[config.mk]
export PLATFORM = sky130hd
export DESIGN_NAME = id_stage_flat
export DESIGN_NICKNAME = d
export VERILOG_FILES = /design/src/rtl/id_stage_pkg.sv /design/src/rtl/id_stage_if.sv /design/src/rtl/id_stage_regfile_2r1w.sv /design/src/rtl/id_stage.sv /design/src/flat_wrapper.sv
export SDC_FILE = /design/constraint.sdc
export NUM_CORES = 2
export LEC_CHECK = 0
export CORE_MARGIN = 2
export CORE_UTILIZATION = 41
export CTS_CLUSTER_DIAMETER = 60
export DETAILED_ROUTE_END_ITERATION = 16
export GPL_TIMING_DRIVEN = 0
export PLACE_DENSITY = 0.6
export SYNTH_ARGS = -nofsm -noshare
export SYNTH_HDL_FRONTEND = slang
export SYNTH_HIERARCHICAL = 1
export SYNTH_SLANG_ARGS = --single-unit
[constraint.sdc]
create_clock -name clk -period 3.4 [get_ports clk]
set_clock_uncertainty 0.2 [all_clocks]
set_input_delay 0.34 -clock clk [delete_from_list [all_inputs] [get_ports clk]]
set_output_delay 0.34 -clock clk [all_outputs]
set_load 0.01 [all_outputs]
[src/rtl/id_stage_pkg.sv]
// Shared decode-stage types: opcodes, control encodings, the decode->execute bus and forwarding
// buses.
package id_stage_pkg;

  localparam int unsigned DS_ES_BUS_W = 153;
  localparam logic [31:0] EcallInst   = 32'h0000_0073;

  typedef enum logic [6:0] {
    OpLoad    = 7'h03,
    OpMiscMem = 7'h0f,
    OpImm     = 7'h13,
    OpAuipc   = 7'h17,
    OpStore   = 7'h23,
    OpReg     = 7'h33,
    OpLui     = 7'h37,
    OpBranch  = 7'h63,
    OpJalr    = 7'h67,
    OpJal     = 7'h6f,
    OpSystem  = 7'h73
  } opcode_e;

  typedef enum logic [3:0] {
    AluAdd, AluSub, AluSll, AluSlt, AluSltu, AluXor, AluSrl, AluSra, AluOr, AluAnd
  } alu_op_e;

  typedef enum logic [2:0] {BrNone, BrEq, BrNe, BrLt, BrGe, BrLtu, BrGeu} br_type_e;
  typedef enum logic [1:0] {Src1Rs1, Src1Pc, Src1Zero} src1_sel_e;
  typedef enum logic {Src2Rs2, Src2Imm} src2_sel_e;

  typedef struct packed {
    logic        illegal;
    logic        ecall;
    logic        is_jalr;
    logic        is_jal;
    br_type_e    br_type;
    logic [2:0]  mem_size;
    logic        mem_wen;
    logic        mem_ren;
    src2_sel_e   src2_sel;
    src1_sel_e   src1_sel;
    alu_op_e     alu_op;
    logic        rd_wen;
    logic [4:0]  rd;
    logic [31:0] rs2_val;
    logic [31:0] rs1_val;
    logic [31:0] imm;
    logic [31:0] pc;
  } id_exe_bus_t;

  typedef struct packed {
    logic        valid;
    logic        is_load;
    logic [4:0]  rd;
    logic [31:0] value;
  } es_fwd_t;

  typedef struct packed {
    logic        valid;
    logic [4:0]  rd;
    logic [31:0] value;
  } ms_fwd_t;

  // A load still in EXE has no value yet, so it never forwards; load_use covers that case.
  function automatic logic [31:0] pick_operand(input logic [4:0] rs, input es_fwd_t es,
                                               input ms_fwd_t ms, input logic [31:0] rf_val);
    if (rs == 5'd0) return 32'd0;
    if (es.valid && !es.is_load && es.rd == rs) return es.value;
    if (ms.valid && ms.rd == rs) return ms.value;
    return rf_val;
  endfunction

endpackage

[src/rtl/id_stage_if.sv]
// Fetch->decode and decode->execute handshake signals.
interface id_stage_if;
  import id_stage_pkg::*;

  logic        fs_to_ds_valid;
  logic [63:0] if_id_bus;
  logic        ds_allowin;
  logic        es_allowin;
  logic        ds_to_es_valid;
  id_exe_bus_t id_exe_bus;

  modport master (
    output fs_to_ds_valid, if_id_bus, es_allowin,
    input  ds_allowin, ds_to_es_valid, id_exe_bus
  );

  modport slave (
    input  fs_to_ds_valid, if_id_bus, es_allowin,
    output ds_allowin, ds_to_es_valid, id_exe_bus
  );
endinterface

[src/rtl/id_stage_regfile_2r1w.sv]
// 32x32 register file, two async read ports, one write port, x0 tied to zero, write-through.
module regfile_2r1w (
  input  logic        clk,
  input  logic        rst,
  input  logic        we,
  input  logic [4:0]  waddr,
  input  logic [31:0] wdata,
  input  logic [4:0]  raddr1,
  output logic [31:0] rdata1,
  input  logic [4:0]  raddr2,
  output logic [31:0] rdata2
);

  logic [31:0] mem_q [32];

  always_ff @(posedge clk) begin
    if (rst) begin
      for (int i = 0; i < 32; i++) mem_q[i] <= '0;
    end else if (we && waddr != 5'd0) begin
      mem_q[waddr] <= wdata;
    end
  end

  always_comb begin
    rdata1 = mem_q[raddr1];
    rdata2 = mem_q[raddr2];
    if (we && waddr == raddr1) rdata1 = wdata;
    if (we && waddr == raddr2) rdata2 = wdata;
    if (raddr1 == 5'd0) rdata1 = '0;
    if (raddr2 == 5'd0) rdata2 = '0;
  end

endmodule

[src/rtl/id_stage.sv]
// RV32I decode stage: latches fetch output, decodes, reads operands with forwarding, and
// stalls on load-use hazards.
module id_stage import id_stage_pkg::*; #(
  parameter logic [31:0] RESET_INST = 32'h0000_0033
) (
  input  logic        clk,
  input  logic        rst,
  id_stage_if.slave   pipe,
  output logic        ds_stall_flag,
  output logic        ecall_flag,
  input  logic        exe_flush,
  input  es_fwd_t     es_fwd_bus,
  input  ms_fwd_t     ms_fwd_bus,
  input  logic        ws_rf_we,
  input  logic [4:0]  ws_rf_waddr,
  input  logic [31:0] ws_rf_wdata
);

  logic        ds_valid_q;
  logic [31:0] inst_q, pc_q;
  logic        ds_ready_go, load_use, use_rs1, use_rs2, wr, illegal;
  logic [4:0]  rs1, rs2, rd_idx;
  logic [2:0]  f3;
  logic [6:0]  f7;
  logic [31:0] rf_rdata1, rf_rdata2, rs1_val, rs2_val;
  logic [31:0] imm_i, imm_s, imm_b, imm_u, imm_j;
  opcode_e     opcode;
  id_exe_bus_t ctrl;

  always_ff @(posedge clk) begin
    if (rst) begin
      ds_valid_q <= 1'b0;
      inst_q     <= RESET_INST;
      pc_q       <= '0;
    end else if (exe_flush) begin
      ds_valid_q <= 1'b0;
    end else if (pipe.ds_allowin) begin
      ds_valid_q <= pipe.fs_to_ds_valid;
      if (pipe.fs_to_ds_valid) {inst_q, pc_q} <= pipe.if_id_bus;
    end
  end

  assign opcode = opcode_e'(inst_q[6:0]);
  assign rd_idx = inst_q[11:7];
  assign f3     = inst_q[14:12];
  assign rs1    = inst_q[19:15];
  assign rs2    = inst_q[24:20];
  assign f7     = inst_q[31:25];

  assign imm_i = {{20{inst_q[31]}}, inst_q[31:20]};
  assign imm_s = {{20{inst_q[31]}}, inst_q[31:25], inst_q[11:7]};
  assign imm_b = {{19{inst_q[31]}}, inst_q[31], inst_q[7], inst_q[30:25], inst_q[11:8], 1'b0};
  assign imm_u = {inst_q[31:12], 12'd0};
  assign imm_j = {{11{inst_q[31]}}, inst_q[31], inst_q[19:12], inst_q[20], inst_q[30:21], 1'b0};

  regfile_2r1w u_regfile (
    .clk    (clk),
    .rst    (rst),
    .we     (ws_rf_we),
    .waddr  (ws_rf_waddr),
    .wdata  (ws_rf_wdata),
    .raddr1 (rs1),
    .rdata1 (rf_rdata1),
    .raddr2 (rs2),
    .rdata2 (rf_rdata2)
  );

  assign rs1_val = pick_operand(rs1, es_fwd_bus, ms_fwd_bus, rf_rdata1);
  assign rs2_val = pick_operand(rs2, es_fwd_bus, ms_fwd_bus, rf_rdata2);

  // Hazard sources are judged by instruction format, independent of legality.
  assign use_rs1 = !(opcode inside {OpLui, OpAuipc, OpJal});
  assign use_rs2 = opcode inside {OpReg, OpStore, OpBranch};

  assign load_use = ds_valid_q && es_fwd_bus.valid && es_fwd_bus.is_load &&
                    es_fwd_bus.rd != 5'd0 &&
                    ((use_rs1 && es_fwd_bus.rd == rs1) || (use_rs2 && es_fwd_bus.rd == rs2));

  assign ds_ready_go         = !load_use;
  assign ds_stall_flag       = load_use && ds_valid_q;
  assign pipe.ds_allowin     = !ds_valid_q || (ds_ready_go && pipe.es_allowin);
  assign pipe.ds_to_es_valid = ds_valid_q && ds_ready_go && !exe_flush;
  assign ecall_flag          = ds_valid_q && ctrl.ecall && ds_ready_go && pipe.es_allowin &&
                               !exe_flush;
  assign pipe.id_exe_bus     = ctrl;

  always_comb begin
    ctrl    = '0;
    wr      = 1'b0;
    illegal = 1'b0;
    case (opcode)
      OpLui:   begin wr = 1'b1; ctrl.src1_sel = Src1Zero; ctrl.src2_sel = Src2Imm;
                     ctrl.imm = imm_u; end
      OpAuipc: begin wr = 1'b1; ctrl.src1_sel = Src1Pc; ctrl.src2_sel = Src2Imm;
                     ctrl.imm = imm_u; end
      OpJal:   begin wr = 1'b1; ctrl.is_jal = 1'b1; ctrl.src1_sel = Src1Pc;
                     ctrl.src2_sel = Src2Imm; ctrl.imm = imm_j; end
      OpJalr:  begin
        wr = 1'b1; ctrl.is_jalr = 1'b1; ctrl.src2_sel = Src2Imm; ctrl.imm = imm_i;
        illegal = (f3 != 3'd0);
      end
      OpBranch: begin
        ctrl.imm = imm_b;
        case (f3)
          3'd0: ctrl.br_type = BrEq;
          3'd1: ctrl.br_type = BrNe;
          3'd4: ctrl.br_type = BrLt;
          3'd5: ctrl.br_type = BrGe;
          3'd6: ctrl.br_type = BrLtu;
          3'd7: ctrl.br_type = BrGeu;
          default: illegal = 1'b1;
        endcase
      end
      OpLoad: begin
        wr = 1'b1; ctrl.mem_ren = 1'b1; ctrl.mem_size = f3; ctrl.src2_sel = Src2Imm;
        ctrl.imm = imm_i;
        illegal = (f3 == 3'd3) || (f3 == 3'd6) || (f3 == 3'd7);
      end
      OpStore: begin
        ctrl.mem_wen = 1'b1; ctrl.mem_size = f3; ctrl.src2_sel = Src2Imm; ctrl.imm = imm_s;
        illegal = (f3 > 3'd2);
      end
      OpImm: begin
        wr = 1'b1; ctrl.src2_sel = Src2Imm; ctrl.imm = imm_i;
        case (f3)
          3'd0: ctrl.alu_op = AluAdd;
          3'd1: begin ctrl.alu_op = AluSll; illegal = (f7 != 7'h00); end
          3'd2: ctrl.alu_op = AluSlt;
          3'd3: ctrl.alu_op = AluSltu;
          3'd4: ctrl.alu_op = AluXor;
          3'd5: begin
            ctrl.alu_op = f7[5] ? AluSra : AluSrl;
            illegal     = (f7 != 7'h00) && (f7 != 7'h20);
          end
          3'd6: ctrl.alu_op = AluOr;
          default: ctrl.alu_op = AluAnd;
        endcase
      end
      OpReg: begin
        wr = 1'b1;
        case ({f7, f3})
          {7'h00, 3'd0}: ctrl.alu_op = AluAdd;
          {7'h20, 3'd0}: ctrl.alu_op = AluSub;
          {7'h00, 3'd1}: ctrl.alu_op = AluSll;
          {7'h00, 3'd2}: ctrl.alu_op = AluSlt;
          {7'h00, 3'd3}: ctrl.alu_op = AluSltu;
          {7'h00, 3'd4}: ctrl.alu_op = AluXor;
          {7'h00, 3'd5}: ctrl.alu_op = AluSrl;
          {7'h20, 3'd5}: ctrl.alu_op = AluSra;
          {7'h00, 3'd6}: ctrl.alu_op = AluOr;
          {7'h00, 3'd7}: ctrl.alu_op = AluAnd;
          default:       illegal = 1'b1;
        endcase
      end
      OpMiscMem: ;
      OpSystem: begin
        if (inst_q == EcallInst) ctrl.ecall = 1'b1;
        else illegal = 1'b1;
      end
      default: illegal = 1'b1;
    endcase
    if (illegal) begin
      ctrl = '0;
      wr   = 1'b0;
    end
    ctrl.illegal = illegal;
    ctrl.rd_wen  = wr && (rd_idx != 5'd0);
    ctrl.rd      = ctrl.rd_wen ? rd_idx : 5'd0;
    ctrl.rs1_val = rs1_val;
    ctrl.rs2_val = rs2_val;
    ctrl.pc      = pc_q;
  end

endmodule

[src/flat_wrapper.sv]
// flat-port wrapper written by rule: the top's interface ports become plain ports
module id_stage_flat import id_stage_pkg::*;
#(
  parameter logic [31:0] RESET_INST = 32'h0000_0033
)
  (clk, rst, ds_stall_flag, ecall_flag, exe_flush, es_fwd_bus, ms_fwd_bus, ws_rf_we, ws_rf_waddr, ws_rf_wdata, pipe_fs_to_ds_valid, pipe_if_id_bus, pipe_es_allowin, pipe_ds_allowin, pipe_ds_to_es_valid, pipe_id_exe_bus);
  id_stage_if pipe_i ();
  input  logic clk;
  input  logic rst;
  output logic ds_stall_flag;
  output logic ecall_flag;
  input  logic exe_flush;
  input  es_fwd_t es_fwd_bus;
  input  ms_fwd_t ms_fwd_bus;
  input  logic ws_rf_we;
  input  logic [4:0] ws_rf_waddr;
  input  logic [31:0] ws_rf_wdata;
  input wire logic [$bits(pipe_i.fs_to_ds_valid)-1:0] pipe_fs_to_ds_valid;
  input wire logic [$bits(pipe_i.if_id_bus)-1:0] pipe_if_id_bus;
  input wire logic [$bits(pipe_i.es_allowin)-1:0] pipe_es_allowin;
  output wire logic [$bits(pipe_i.ds_allowin)-1:0] pipe_ds_allowin;
  output wire logic [$bits(pipe_i.ds_to_es_valid)-1:0] pipe_ds_to_es_valid;
  output wire logic [$bits(pipe_i.id_exe_bus)-1:0] pipe_id_exe_bus;
  assign pipe_i.fs_to_ds_valid = pipe_fs_to_ds_valid;
  assign pipe_i.if_id_bus = pipe_if_id_bus;
  assign pipe_i.es_allowin = pipe_es_allowin;
  assign pipe_ds_allowin = pipe_i.ds_allowin;
  assign pipe_ds_to_es_valid = pipe_i.ds_to_es_valid;
  assign pipe_id_exe_bus = pipe_i.id_exe_bus;
  id_stage #(.RESET_INST(RESET_INST)) u_core (.clk(clk), .rst(rst), .pipe(pipe_i), .ds_stall_flag(ds_stall_flag), .ecall_flag(ecall_flag), .exe_flush(exe_flush), .es_fwd_bus(es_fwd_bus), .ms_fwd_bus(ms_fwd_bus), .ws_rf_we(ws_rf_we), .ws_rf_waddr(ws_rf_waddr), .ws_rf_wdata(ws_rf_wdata));
endmodule
== Word level (Yosys, flattened, before mapping) ==
Memory sizes are Yosys's and may differ from the RTL's. A register that Yosys moved wholly into a read port is not among the register bits.
Cells that the tools add are included.
Widths: inputs -> output; s select.

* Equality and inequality tests: 35
* Order comparisons: 1
* Bitwise operators: 1
* Mux-type cells: 65
* Reduce and logical (&&, ||, !) cells: 56

{| class="wikitable"
|+ Operators by type and width
! cell !! count
|-
| $mux 32 || 17
|-
| $pmux 32 s5 || 1
|-
| $mux 152 || 1
|-
| $eq 10x3->1 const B || 4
|-
| $pmux 4 s9 || 1
|-
| $eq 32x7->1 const B || 1
|-
| $reduce_or 32->1 || 1
|-
| $mux 1 || 31
|-
| $eq 5x5->1 || 6
|-
| $mux 5 || 6
|-
| $eq 7x7->1 const B || 4
|-
| $pmux 4 s7 || 1
|-
| $logic_and 1x1->1 || 24
|-
| $eq 7x6->1 const B || 3
|-
| $eq 10x2->1 const B || 2
|-
| $eq 10x9->1 const B || 2
|-
| $pmux 3 s6 || 1
|-
| $reduce_bool 5->1 || 3
|-
| $eq 7x5->1 const B || 2
|-
| $reduce_or 7->1 || 2
|-
| $eq 3x3->1 const B || 4
|-
| $eq 10x1->1 const B || 1
|-
| $logic_not 10->1 || 1
|-
| $logic_not 5->1 || 2
|-
| other kinds (23) || 37
|}

* Input port bits: 184
* Bits in writable memories: 1024
* Memories: 1
* Word-level logic and storage cells: 162
* Output and inout port bits: 157
* Flip-flop bits (word level): 65

{| class="wikitable"
|+ Memories
! memory !! depth !! width !! rd ports !! clocked after Yosys merged registers in !! wr ports !! line !! text
|-
| u_core.u_regfile.mem_q || 32 || 32 || 2 || 2 || 32 || id_stage_regfile_2r1w.sv:14 || <nowiki>logic [31:0] mem_q [32];</nowiki>
|}

== Longest topological paths before layout ==
* Word-level depth: 12
* Depth in mapped cells: 12
* Depth with buffers taken out: 7

== Hierarchy ==
Netlist, hierarchy kept.

{| class="wikitable"
|+ By module, submodules not included
! module !! area each (um^2) !! times used !! cells an instance
|-
| regfile_2r1w || 54721.2 || 1 || 3740
|-
| id_stage || 5181.2 || 1 || 686
|}

== Worst setup path after synthesis ==
OpenSTA, ideal clock, no wires.

* Kind: register to output
* Start point: reg u_core.inst_q[15]
* End point: out pipe_id_exe_bus[65]
* Path buffers: 4
* Slack: 409 ps
* Stages on the path, launching flop included: 11
* Required time: 2860 ps
* Arrival: 2451 ps
* Path through: dfxtp_1 > buf_2 > buf_4 > buf_4 > xnor2_1 > nand4_1 > nor3_1 > buf_2 > a22o_1 > mux2i_1 > a211oi_1

{| class="wikitable"
|+ RTL lines
! element !! line !! text
|-
| start: declaration || id_stage.sv:20 || <nowiki>logic [31:0] inst_q, pc_q;</nowiki>
|-
| start signal: assignment || id_stage.sv:39 || <nowiki>if (pipe.fs_to_ds_valid) {inst_q, pc_q} <= pipe.if_id_bus;</nowiki>
|-
| $eq 5x5->1 || id_stage_regfile_2r1w.sv:27 || <nowiki>if (we && waddr == raddr1) rdata1 = wdata;</nowiki>
|-
| $logic_and 1x1->1 || id_stage_regfile_2r1w.sv:27 ||
|-
| $mux 32 || id_stage_regfile_2r1w.sv:27 ||
|-
| $mux 32 * || id_stage_regfile_2r1w.sv:29 || <nowiki>if (raddr1 == 5'd0) rdata1 = '0;</nowiki>
|-
| via u_core.rf_rdata1[1] || id_stage.sv:25 || <nowiki>logic [31:0] rf_rdata1, rf_rdata2, rs1_val, rs2_val;</nowiki>
|-
| $mux 32 * || id_stage_pkg.sv:69 || <nowiki>return rf_val;</nowiki>
|-
| $mux 32 * || id_stage_pkg.sv:68 || <nowiki>if (ms.valid && ms.rd == rs) return ms.value;</nowiki>
|-
| $mux 32 * || id_stage_pkg.sv:67 || <nowiki>if (es.valid && !es.is_load && es.rd == rs) return es.value;</nowiki>
|-
| end: declaration || flat_wrapper.sv:23 || <nowiki>output wire logic [$bits(pipe_i.id_exe_bus)-1:0] pipe_id_exe_bus;</nowiki>
|}

The timed path passes the listed nets; every way through them passes the cells marked *. The select of a mux whose other input is x is not followed.

== Final worst setup path ==
* Start point: reg u_core.inst_q[15]
* End point: out pipe_id_exe_bus[81]

The elaborated chain is that of the path after synthesis.

==> results_dict.tcl <==
set metrics [dict create \
    unrepaired_setup_endpoints_after_global_routing "true" \
    timing.critical_path.slowest_stage_cell "sky130_fd_sc_hd__dfxtp_4" \
    cts-buffers-inserted 131 \
    die_height_um 386 \
    violated_checks "setup timing" \
    yosys.area.top_type_share_pct 51.3 \
    initial_utilization_pct 41.2 \
    worstSetupEndpointType "output pin" \
    htree_num_levels 4 \
    swShare_pct 28.1 \
    cts.clk_slew.worst_paths_ps 60 \
    path_depth 12 \
    worst_r2r_path_depth 8 \
    nets 5393 \
    number_of_detailed_routing_iterations_run_before_antenna_repair 6 \
    cts_sinks 1089 \
    placement_rows 140 \
    synth-seq-cells 1089 \
    grt_start_max_net_pins 33 \
    status "finished, violations left" \
    maxClockFrequency_ghz 0.228 \
    place_inst 6731 \
    core_area_um2 145000 \
    synth.top_cells.by_area "sky130_fd_sc_hd__edfxtp_1 (51%), sky130_fd_sc_hd__mux4_2 (15%), sky130_fd_sc_hd__and2_1 (10%)" \
    synth.yosys.seq_area_share_pct 53.5 \
    io_pins 341 \
    overflow_left_after_global_routing 0 \
    power.leakage_nw 26.6 \
    synth_cell_types 70 \
    final-setup-viol-count 1104 \
    cell_internal_pwr_mw 26.3 \
    vias_per_cell 6.54 \
    timing_worst_setup_path_type "reg -> out" \
    synth_largest_area_cell "sky130_fd_sc_hd__edfxtp_1" \
    synth_warnings 6 \
    report.final.hold_viol_count 0 \
    route.detailed.drc 0 \
    mostFrequentLayoutCell "sky130_fd_sc_hd__edfxtp_1" \
    startpoint_type "register" \
    post_drt_wl_per_cell_um 40.4 \
    final.hold.worst_slack_ps 47.8 \
    drt_iter0_drc 7072 \
    finalMaxSlewViolations 0 \
    drive_gt1_share_pct 29.9 \
    postSynthCellCount 4426 \
    worstMarginPinSlew_ps 1380 \
    hold_class "in -> reg" \
    multi_input_area_um2 28600 \
    critPathArrivalTime_ps 3840 \
    detailedPlacementHpwl_um 202000 \
    drtAntennaViolNets 0 \
    clock-root-buffer "sky130_fd_sc_hd__clkbuf_16" \
    crit_fanout 10 \
    critical_path.cell_chain "buf_12 > buf_8 > buf_12 > buf_12 > mux2i_1 > o22ai_2 > a211oi_4 > a22oi_1 > a22o_2 > mux2i_1 > a211oi_1 > dlygate4sd2_1" \
    first_global_vias 44826 \
    crit_path_max_incr_delay_ps 430 \
    grt_pass1_wl_um 380000 \
    timing.critical_path.required_ps 2860 \
    timing.hold.worst_path_depth 3 \
    die_w_um 386 \
    cpLargestDelayFamily "buffers and inverters" \
    area_of_all_sequential_standard_cells_um2 32100 \
    power-per-cell-area_nw_per_um2 469 \
    flow.area_growth_from_synthesis_pct 30.1 \
    insertion_delay_ps 780 \
    cts_tree "built" \
    synth_edf_count 1024 \
    switching_power_mw 10.2 \
    finalWeightedCongestion 1.09 \
    layout.cells.most_common_list "sky130_fd_sc_hd__edfxtp_1 (1024), sky130_fd_sc_hd__and2_1 (994), sky130_fd_sc_hd__mux4_2 (388)" \
    final_std_cells_w_o_fill 7236 \
    design.die.area_um2 149000 \
    postLayoutCoreUtil_pct 53.6 \
    num-fill-cells 12157 \
    summed_instance_area_of_the_synthesized_netlist_um2 59900 \
    port_buffers 336 \
    syn_avg_cell_area_um2 13.5 \
    power.combinational.fraction_pct 18.3 \
    finalWirelength_um 293000 \
    fin_crit_ps 4380 \
    postLayoutSetupSlackWorst_ps -978 \
    clkPwrFrac_pct 38.4 \
    seqPwrFrac_pct 43.3 \
    final.period_utilization_pct 129 \
    clock_path_buffers 3 \
    cap_viol_max_count 0 \
    synthFlopType "sky130_fd_sc_hd__edfxtp_1" \
    via_count 47320 \
    antenna_found_initial 16 \
    cp_common_cell "sky130_fd_sc_hd__buf_12" \
    worstPathBufferInverterCount 5 \
    ys_async_sr_fraction_pct 0 \
    max_slew_margin_pct 7.97 \
    vdd.ir_drop.worst_mv 0.517 \
    track_usage_pct 38.1 \
]
## flip-flops by register name, summed over array words and instances, names as in the netlist
| name | count |
|---|---|
| u_core/u_regfile/mem_q | 1024 |
| u_core/inst_q | 32 |
| u_core/pc_q | 32 |
| u_core/ds_valid_q | 1 |
## final timing paths
kind	start	to	slack, ps
max	u_core/inst_q[15]	pipe_id_exe_bus[81]	-980
min reg2reg	u_core/pc_q[14]	u_core/pc_q[14]	290
max reg2reg	u_core/inst_q[3]	u_core/inst_q[29]	600
min	pipe_if_id_bus[46]	u_core/inst_q[14]	50
## power groups by stage
stage	clock network, mW	logic, mW	registers, mW
final	14.0	6.69	15.8
after global placement	0	5.13	16.0
after floorplan	0	2.64	15.9
after detailed placement	0	5.19	16.1
after global routing	14.6	6.70	15.9
after CTS	14.0	5.96	15.8
## per-layer routing
layer  global-route usage (%)  share of wire, %  up-vias
met2                     55.8                42     3759
met1                     47.8                36    24192
met3                     11.8                13      839
met4                     27.8               8.9        6
met5                        0             0.013        -
li1                         -                 -    18524
## cell families after synthesis
family	after synthesis	share of synthesized area [%]
simple gates	1433	13.8
flops	1089	53.5
mux	799	21.5
compound gates	593	7.34
buf+inv	480	3.45
xor+xnor	31	0.453
other cells	1	0.00626
## through the flow
step / area, um2 / worst slack (ps) / total power [mW] / setup TNS (ps)
final: 77900 / -978 / 36.5 / -315720
after global routing: 77900 / -1010 / 37.2 / -191360
after CTS: 75200 / -977 / 35.8 / -109770
after detailed placement: 66000 / -3110 / 21.3 / -1198500
after global placement: 65800 / -3440 / 21.2 / -1163030
after floorplan: 60000 / 409 / 18.5 / 0
## cell type report
class / count / area share [%]
Sequential cell: 1089 / 41.2
Multi-Input combinational cell: 2888 / 36.7
Timing Repair Buffer: 632 / 8.04
Buffer: 462 / 5.56
Clock buffer: 162 / 4.55
Tap cell: 1917 / 3.08
Clock inverter: 71 / 0.822
Antenna cell: 10 / 0.0321
Inverter: 5 / 0.0241
## timing repair
action,in CTS,in global routing
hold endpoints to repair,59,0
pin swaps,79,118
resized for setup,1103,530
endpoints found under the setup margin,463,1019
gates cloned,5,11
setup buffers,93,111
hold buffers,59,0
## synth_stat cells (17+ instances only)
| library cell | n |
|---|---|
| sky130_fd_sc_hd__o22ai_1 | 41 |
| sky130_fd_sc_hd__o221a_2 | 18 |
| sky130_fd_sc_hd__nand3_1 | 20 |
| sky130_fd_sc_hd__xnor2_1 | 22 |
| sky130_fd_sc_hd__edfxtp_1 | 1024 |
| sky130_fd_sc_hd__buf_2 | 83 |
| sky130_fd_sc_hd__buf_1 | 17 |
| sky130_fd_sc_hd__dfxtp_1 | 65 |
| sky130_fd_sc_hd__buf_4 | 25 |
| sky130_fd_sc_hd__mux2i_1 | 406 |
| sky130_fd_sc_hd__and2_1 | 994 |
| sky130_fd_sc_hd__a211oi_1 | 71 |
| sky130_fd_sc_hd__a2111oi_0 | 24 |
| sky130_fd_sc_hd__o221ai_1 | 42 |
| sky130_fd_sc_hd__a22o_1 | 55 |
| sky130_fd_sc_hd__mux4_2 | 388 |
| sky130_fd_sc_hd__or2_2 | 35 |
| sky130_fd_sc_hd__nor2_1 | 217 |
| sky130_fd_sc_hd__clkbuf_1 | 341 |
| sky130_fd_sc_hd__a21oi_1 | 106 |
| sky130_fd_sc_hd__nand2_1 | 81 |
| sky130_fd_sc_hd__a22oi_1 | 137 |
## worst min-delay path: stages
cell and delay, ps:
sky130_fd_sc_hd__clkdlybuf4s50_1 440, sky130_fd_sc_hd__mux2i_1 140, sky130_fd_sc_hd__nor2_1 50
(Power assumes the default switching activity.)
